$ cat src/rtl/seg7_driver.sv
// Three-digit BCD to 7-segment driver with registered outputs for the microwave time display.
// Optional build macro SEG7_HEX_EN: codes 10..15 show hex glyphs A,b,C,d,E,F instead of blank.
module seg7_driver #(
  parameter bit ACTIVE_LOW = 1'b0,
  parameter bit LZ_BLANK   = 1'b0
) (
  input  logic       clk,
  input  logic       rst_n,
  input  logic       display_en,
  input  logic [3:0] sec_ones,
  input  logic [3:0] sec_tens,
  input  logic [3:0] mins,
  output logic [6:0] sec_ones_segs,
  output logic [6:0] sec_tens_segs,
  output logic [6:0] mins_segs
);

  // All segments off, after any common-anode inversion.
  localparam logic [6:0] SegsBlank = ACTIVE_LOW ? 7'h7f : 7'h00;

  // Active-high glyph, bit0=a .. bit6=g.
  function automatic logic [6:0] decode(input logic [3:0] digit);
    logic [6:0] segs;
    segs = 7'h00;
    unique case (digit)
      4'd0:    segs = 7'h3f;
      4'd1:    segs = 7'h06;
      4'd2:    segs = 7'h5b;
      4'd3:    segs = 7'h4f;
      4'd4:    segs = 7'h66;
      4'd5:    segs = 7'h6d;
      4'd6:    segs = 7'h7d;
      4'd7:    segs = 7'h07;
      4'd8:    segs = 7'h7f;
      4'd9:    segs = 7'h6f;
`ifdef SEG7_HEX_EN
      4'd10:   segs = 7'h77;
      4'd11:   segs = 7'h7c;
      4'd12:   segs = 7'h39;
      4'd13:   segs = 7'h5e;
      4'd14:   segs = 7'h79;
      4'd15:   segs = 7'h71;
`else
      default: segs = 7'h00;
`endif
    endcase
    return segs;
  endfunction

  // Blanking and polarity are applied after decode so the glyph table stays active-high.
  function automatic logic [6:0] drive(input logic [3:0] digit, input logic blank);
    logic [6:0] segs;
    segs = blank ? 7'h00 : decode(digit);
    return ACTIVE_LOW ? ~segs : segs;
  endfunction

  logic       mins_blank;
  logic [6:0] sec_ones_segs_d;
  logic [6:0] sec_tens_segs_d;
  logic [6:0] mins_segs_d;

  always_comb begin
    mins_blank      = ~display_en | (LZ_BLANK && (mins == 4'd0));
    sec_ones_segs_d = drive(sec_ones, ~display_en);
    sec_tens_segs_d = drive(sec_tens, ~display_en);
    mins_segs_d     = drive(mins, mins_blank);
  end

  always_ff @(posedge clk or negedge rst_n) begin
    if (!rst_n) begin
      sec_ones_segs <= SegsBlank;
      sec_tens_segs <= SegsBlank;
      mins_segs     <= SegsBlank;
    end else begin
      sec_ones_segs <= sec_ones_segs_d;
      sec_tens_segs <= sec_tens_segs_d;
      mins_segs     <= mins_segs_d;
    end
  end

endmodule

$ cat config.mk
export PLATFORM = sky130hd
export DESIGN_NAME = seg7_driver
export DESIGN_NICKNAME = d
export VERILOG_FILES = /design/src/rtl/seg7_driver.sv
export SDC_FILE = /design/constraint.sdc
export NUM_CORES = 1
export LEC_CHECK = 0
export CAP_MARGIN = 40
export CORE_UTILIZATION = 31
export DETAILED_ROUTE_END_ITERATION = 7
export GPL_TIMING_DRIVEN = 0
export PLACE_DENSITY_LB_ADDON = 0.1
export SKIP_CTS_REPAIR_TIMING = 1
export SKIP_LAST_GASP = 1
export SYNTH_ARGS = -nofsm -noshare
export SYNTH_HDL_FRONTEND = slang
export SYNTH_SLANG_ARGS = --single-unit
$ cat constraint.sdc
create_clock -name clk -period 0.8 [get_ports clk]
set_input_delay 0.12 -clock clk [delete_from_list [all_inputs] [get_ports clk]]
set_output_delay 0.12 -clock clk [all_outputs]
set_load 0.01 [all_outputs]
=== Word-level counts from Yosys, hierarchy flattened ===
Memory sizes are Yosys's and may differ from the RTL's.
Cells that the tools add are included.

* Flip-flop bits (word level): 21
* Memory bits (read-only): 336
* Input port bits: 15
* Logic and storage cells: 9
* Memories: 3

* Muxes and demuxes: 3

{| class="wikitable"
|+ Memories
! name !! words !! bits a word !! read ports !! clocked after Yosys merged registers in !! write ports !! line !! text
|-
| (name not given) || 16 || 7 || 1 || 0 || 0 || 25 || <nowiki>unique case (digit)</nowiki>
|-
| (name not given) || 16 || 7 || 1 || 0 || 0 || 25 ||
|-
| (name not given) || 16 || 7 || 1 || 0 || 0 || 25 ||
|}

{| class="wikitable"
|+ Operator list
! cell !! number
|-
| $mux W7 || 3
|}

=== Depth between registers and ports, before layout ===
Gate-level depths: netlist of the first run.
An unclocked memory read counts as a cell.

* Depth in word-level cells: 2
* Mapped depth: 5
* Mapped depth without buffers: 5

=== Worst setup path after synthesis of the first run ===
No wires, ideal clock.

* Kind: input to register
* From: input port mins[3]
* To: register mins_segs[5]
* Library setup time: 83 ps
* Arrival time: 777 ps
* Data required time: 717 ps
* Path slack: -60 ps
* Stages: 4
* Path buffers: 1
* Path through: buf_6 -> nand2b_4 -> or3b_1 -> o21ai_0

* Word-level cells in the longest chain between the ends: 2

{| class="wikitable"
|+ Ends and longest elaborated chain
! what !! line !! text
|-
| start: declaration || 12 || <nowiki>input logic [3:0] mins,</nowiki>
|-
| $mem_v2 Z16 W7 || - ||
|-
| $mux W7 || 53 || <nowiki>segs = blank ? 7'h00 : decode(digit);</nowiki>
|-
| net mins_segs_d[5] || 60 || <nowiki>logic [6:0] mins_segs_d;</nowiki>
|-
| end signal: assignment || 73 || <nowiki>mins_segs <= SegsBlank;</nowiki>
|-
| end signal: assignment || 77 || <nowiki>mins_segs <= mins_segs_d;</nowiki>
|-
| end: declaration || 15 || <nowiki>output logic [6:0] mins_segs</nowiki>
|}

The timed path passes the listed nets, and every way through them passes these cells.

=== Worst setup path after layout of the first run ===
* From: register sec_ones_segs[2]
* To: output port sec_ones_segs[2]

{| class="wikitable"
|+ RTL lines
! what !! line !! text
|-
| start: declaration || 13 || <nowiki>output logic [6:0] sec_ones_segs,</nowiki>
|-
| start signal: assignment || 71 || <nowiki>sec_ones_segs <= SegsBlank;</nowiki>
|-
| start signal: assignment || 75 || <nowiki>sec_ones_segs <= sec_ones_segs_d;</nowiki>
|}

No word-level cell between the ends.

==> results of run 1 <==
layout make-up:
type	count	area [um^2]
flip-flops and latches	21	526
plain buffers	6	46.3
well taps	48	60.1
fillers	406	2140
inverters	11	41.3
clock buffers	4	45.0
multi-input cells	81	607
repair buffers	34	228
power by group through the flow:
stage | Sequential, W | Clock, W | Combinational, W
2_1_floorplan | 0.00121 | 0 | 0.000220
3_3_place_gp | 0.00117 | 0 | 0.000543
3_5_place_dp | 0.00117 | 0 | 0.000562
4_1_cts | 0.00115 | 0.000693 | 0.000563
5_1_grt | 0.00116 | 0.000750 | 0.000550
6_report | 0.00115 | 0.000676 | 0.000487
registers in the layout (all words and copies together), names as in the netlist:
name / count
mins_segs: 7
sec_ones_segs: 7
sec_tens_segs: 7
final timing paths:
kind	cells past startpoint	startpoint	slack [ns]	to
max in group asynchronous	2	rst_n	0.21	sec_tens_segs[0]
hold / removal	1	rst_n	0.16	sec_ones_segs[4]
setup / recovery	1	sec_ones_segs[2]	-0.07	sec_ones_segs[2]
min in group clk	3	mins[3]	0.18	mins_segs[6]
metal layers:
metal  up-vias  share of wire (%)  GRT usage [%]
li1        470                  -              -
met1       410                 41           12.0
met2        17                 54           25.3
met3         2                3.5           1.61
met4         0                1.2           6.67
met5         -                  0              0
per-stage QoR:
| stage | total power, W | TNS [ns] | setup WS, ns | cell area, um^2 | utilization, % |
|---|---|---|---|---|---|
| after floorplan | 0.00143 | -0.119 | -0.0597 | 1200 | - |
| after global routing | 0.00246 | -1.90 | -0.110 | 1550 | 42.1 |
| final | 0.00231 | -1.19 | -0.0724 | 1550 | 42.1 |
| after detailed placement | 0.00173 | -18.67 | -0.744 | 1600 | 43.3 |
| after global placement | 0.00171 | -26.99 | -0.743 | 1580 | 42.9 |
| after CTS | 0.00241 | -17.94 | -0.481 | 1640 | 44.5 |
cells by family after synthesis:
group	count (synthesis)	synth area share, %
AOI/OAI and AO/OA	31	15.4
xor gates and xnor gates	1	0.729
adders and majority gates	15	15.6
buffers and inverters	17	6.35
DFF	21	43.7
muxes	5	4.17
and+or+nand+nor	29	14.0
cells in the final DEF (no fill, tap or decap), drive strengths merged:
master,instances
ha,15
mux2i,5
clkbuf,31
nand2,6
nor3b,1
xnor2,1
dlymetal6s2s,5
nor2,3
nand3b,1
a21boi,1
o21a,5
a21oi,7
o211a,2
or3b,1
nand2b,9
o22ai,2
inv,11
buf,7
nor2b,3
o21ai,13
dfrtp,21
clkdlybuf4s50,1
nor3,1
and2,2
a22oi,1
nand3,2
==> flow_summary.yaml, run 1 <==
setup_path:
  crit_family: "flip-flops"
  path_cells: "clkbuf_2"
  endpoint_kind: "primary output"
  crit_path_start_kind: "register"
  worst_path_max_delay_cell: "dfrtp_1"
  max_stage_delay_ns: 0.38
  crit_buf_inv: 1
  worstPathArrival_ns: 0.75
  crit_fanout: 1
  crit_type: "reg2out"
  required_ns: 0.68
run:
  max_cap_violations: 0
routing:
  drt_wl_total_mm: 2.31
  wire_per_inst_um: 11.3
  routed-via-count: 899
  via_per_inst: 4.39
  drc_errors: 0
  drt_iter0_drc: 10
  dr.pass1.iters: 4
  ant_nets: 0
clocking:
  ctsRootBufferMaster: "clkbuf_8"
  cts.sinks: 21
  cts-buffers-inserted: 3
  clkSlewWorstSetupHoldPaths_ns: 0.07
  cts.htree.levels: 1
  cts_tree: "built"
  cts_buffer_depth: 2
final_layout:
  antennaDiodeCount: 0
  area_growth_pct: 29.3
  final_nets: 188
  fin_cells: 205
  drive_above_1_share_pct: 26.8
timing:
  relSlewSlack_pct: 72.2
  period_share_pct: 109
  hold_violations: 0
  fin_ws_ns: -0.0724
  fin_crit_ns: 0.872
  rsz0062_at_grt: "yes"
  slew_viol_final: 0
  max_clock_freq_mhz: 1150
  tightestPinTransition_ns: 0.415
  finalSetupViolCount: 21
  whs_ns: 0.162
floorplan:
  fp.dieW_um: 64.2
  fp.coreArea_mm2: 0.00369
  io_pins: 36
  start_util_pct: 32.6
  die_y_um: 64.2
  num_rows: 22
  dieArea_mm2: 0.00413
power:
  power_density_mw_per_mm2: 1490
  pwr-share-comb_pct: 21.1
  pwr-share-seq_pct: 49.7
  switching_share_pct: 26.3
  p_leak_nw: 0.855
  switchingPower_w: 0.000607
  irDropWorstVdd_mv: 0.511
  intPower_w: 0.00170
  clock_power_share_pct: 29.2
synth:
  synth_area_leader_cell: "dfrtp_1"
  synth_commonest_cells: "21 x dfrtp_1, 15 x ha_1, 13 x o21ai_0"
  synth_most_common_cell: "dfrtp_1"
  netlist_area_mm2: 0.00120
  synth-edff-count: 0
  synthCells: 119
  yosysSeqAreaShare_pct: 43.8
  syn_area_per_cell_um2: 10.1
  syn-num-nets: 149
  async_reset_ff_share_pct: 100
  ys_top_cells_by_area: "dfrtp_1 44%, ha_1 16%, o21ai_0 5.4%, mux2i_1 4.2%, nand2b_1 4.2%"
  synth_ff_type: "dfrtp_1"
  yosysWarnings: 0
  synth_top_area_share_pct: 43.8
  yosys.cell_types.count: 26
  ys_seq_elements: 21
grt:
  grt_pass1_wl_mm: 3.97
  antenna_found_initial: 0
  first_global_vias: 961
  grt_use_total_pct: 12.6
  gr-total-overflow: 0
  grt_max_degree: 14
place:
  io_buffers: 32
  gp_congestion: 0.754
  place_inst: 200
  place.detailed.hpwl_mm: 1.86
status:
  violations: "setup timing"
  status: "finished with violations"
worst_hold_path:
  hp-class: "in2async"
No activity file was read; power rests on OpenSTA's default activity.
==> inputs of run 2 (changes only) <==
--- a/config.mk
+++ b/config.mk
@@ -10,2 +10,3 @@
 export DETAILED_ROUTE_END_ITERATION = 7
+export GPL_ROUTABILITY_DRIVEN = 1
 export GPL_TIMING_DRIVEN = 0
--- a/constraint.sdc
+++ b/constraint.sdc
@@ -3,2 +3,2 @@
 set_output_delay 0.12 -clock clk [all_outputs]
-set_load 0.01 [all_outputs]
+set_load 0.005 [all_outputs]
==> run 2 against run 1 <==
  * The flow still finishes with violations (setup timing)
  * Via count unchanged
  * Count of clock-buffer cells in the layout stayed put
  * Cell area unchanged
  * Combinational power shrank 6.0%
  * Wire length did not move
  * First-iteration DRC count unchanged
  * Worst hold slack unchanged
  * Fmax increased by 1.9%
  * Largest cell class unchanged
==> flow_summary.yaml, run 2 (synthesized netlist as in run 1, its figures left out) <==
status:
  status: "finished with violations"
  violations: "setup timing"
run:
  max_cap_violations: 0
timing:
  relSlewSlack_pct: 72.2
  hold_violations: 0
  slew_viol_final: 0
  fin_ws_ns: -0.0564
  finalSetupViolCount: 21
  period_share_pct: 107
  rsz0062_at_grt: "yes"
  max_clock_freq_mhz: 1170
  fin_crit_ns: 0.856
  tightestPinTransition_ns: 0.415
power:
  switchingPower_w: 0.000579
  switching_share_pct: 25.4
  pwr-share-seq_pct: 50.3
  intPower_w: 0.00170
  clock_power_share_pct: 29.6
  p_leak_nw: 0.855
  power_density_mw_per_mm2: 1470
  irDropWorstVdd_mv: 0.510
  pwr-share-comb_pct: 20.1
setup_path:
  crit_fanout: 1
  crit_family: "flip-flops"
  path_cells: "clkbuf_2"
  crit_type: "reg2out"
  required_ns: 0.68
  worst_path_max_delay_cell: "dfrtp_1"
  endpoint_kind: "primary output"
  crit_buf_inv: 1
  crit_path_start_kind: "register"
  max_stage_delay_ns: 0.38
  worstPathArrival_ns: 0.74
floorplan:
  num_rows: 22
  fp.dieW_um: 64.2
  io_pins: 36
  die_y_um: 64.2
  dieArea_mm2: 0.00413
  fp.coreArea_mm2: 0.00369
  start_util_pct: 32.6
clocking:
  cts_tree: "built"
  cts.sinks: 21
  cts.htree.levels: 1
  cts-buffers-inserted: 3
  cts_buffer_depth: 2
  ctsRootBufferMaster: "clkbuf_8"
  clkSlewWorstSetupHoldPaths_ns: 0.07
final_layout:
  antennaDiodeCount: 0
  fill_cells: 406
  area_growth_pct: 29.3
  drive_above_1_share_pct: 26.8
  fin_area_mm2: 0.00155
  final_nets: 188
  layout_common_cells: "25 x clkbuf_2, 21 x dfrtp_1, 15 x ha_1, 9 x o21ai_0"
  largestRegisters: "mins_segs (7), sec_ones_segs (7), sec_tens_segs (7)"
  final_common_cell: "clkbuf_2"
grt:
  grt_pass1_wl_mm: 3.97
  antenna_found_initial: 0
  gr-total-overflow: 0
  grt_max_degree: 14
  first_global_vias: 961
  grt_use_total_pct: 12.6
place:
  io_buffers: 32
  placed_cell_area_mm2: 0.00160
  place.detailed.hpwl_mm: 1.86
  gp_congestion: 0.754
  dp_worst_setup_slack_ns: -0.744
routing:
  via_per_inst: 4.39
  dr.pass1.iters: 4
  ant_nets: 0
  routed-via-count: 899
  wire_per_inst_um: 11.3
  drt_iter0_drc: 10
  drt_wl_total_mm: 2.31
  drc_errors: 0
worst_hold_path:
  hp-class: "in2async"
run 2: cell types whose count changed in the layout (fill, tap and decap cells not counted):
cell	before	now
buf_2	2	1
clkbuf_2	24	25
run 2: layout make-up:
cell class	instances	area (um^2)	area share, %
buffer	6	46.3	2.98
clock buffer	4	45.0	2.90
inverter	11	41.3	2.66
multi-input combinational	81	607	39.1
sequential	21	526	33.8
tap	48	60.1	3.87
timing repair buffer	34	228	14.7
run 2: routing by layer:
metal | wire length, um | part of all wire (%) | GRT usage, % | vias to the layer above
met2 | 1260 | 54 | 25.3 | 17
met4 | 27 | 1.2 | 6.67 | 0
li1 | - | - | - | 470
met1 | 946 | 41 | 12.0 | 410
met3 | 80 | 3.5 | 1.61 | 2
met5 | 0 | 0 | 0 | -
run 2: power by group through the flow:
stage / logic (W) / registers [W] / clock network (W)
after floorplan: 0.000220 / 0.00118 / 0
after global placement: 0.000514 / 0.00117 / 0
after detailed placement: 0.000532 / 0.00117 / 0
after CTS: 0.000534 / 0.00115 / 0.000693
after global routing: 0.000521 / 0.00116 / 0.000750
final: 0.000458 / 0.00115 / 0.000676
run 2: through the flow:
step	total power, W	hold slack [ns]	instances	setup TNS [ns]	utilization, %
4_1_cts	0.00238	0.169	204	-17.20	44.5
3_3_place_gp	0.00169	0.463	199	-26.25	42.9
3_5_place_dp	0.00170	0.443	200	-17.93	43.3
5_1_grt	0.00243	0.176	205	-1.57	42.1
2_1_floorplan	0.00140	-0.176	119	-0.119	-
6_report	0.00228	0.162	205	-0.844	42.1
run 2: worst max path at each step:
stage,from,to,slack (ns),cells after the start
finish,sec_ones_segs[2],sec_ones_segs[2],-0.06,1
global route,sec_ones_segs[2],sec_ones_segs[2],-0.09,1
CTS,mins[1],mins_segs[1],-0.48,5
detailed placement,mins[1],mins_segs[1],-0.74,5
global placement,mins[1],mins_segs[1],-0.74,5
floorplan,mins[3],mins_segs[5],-0.06,4
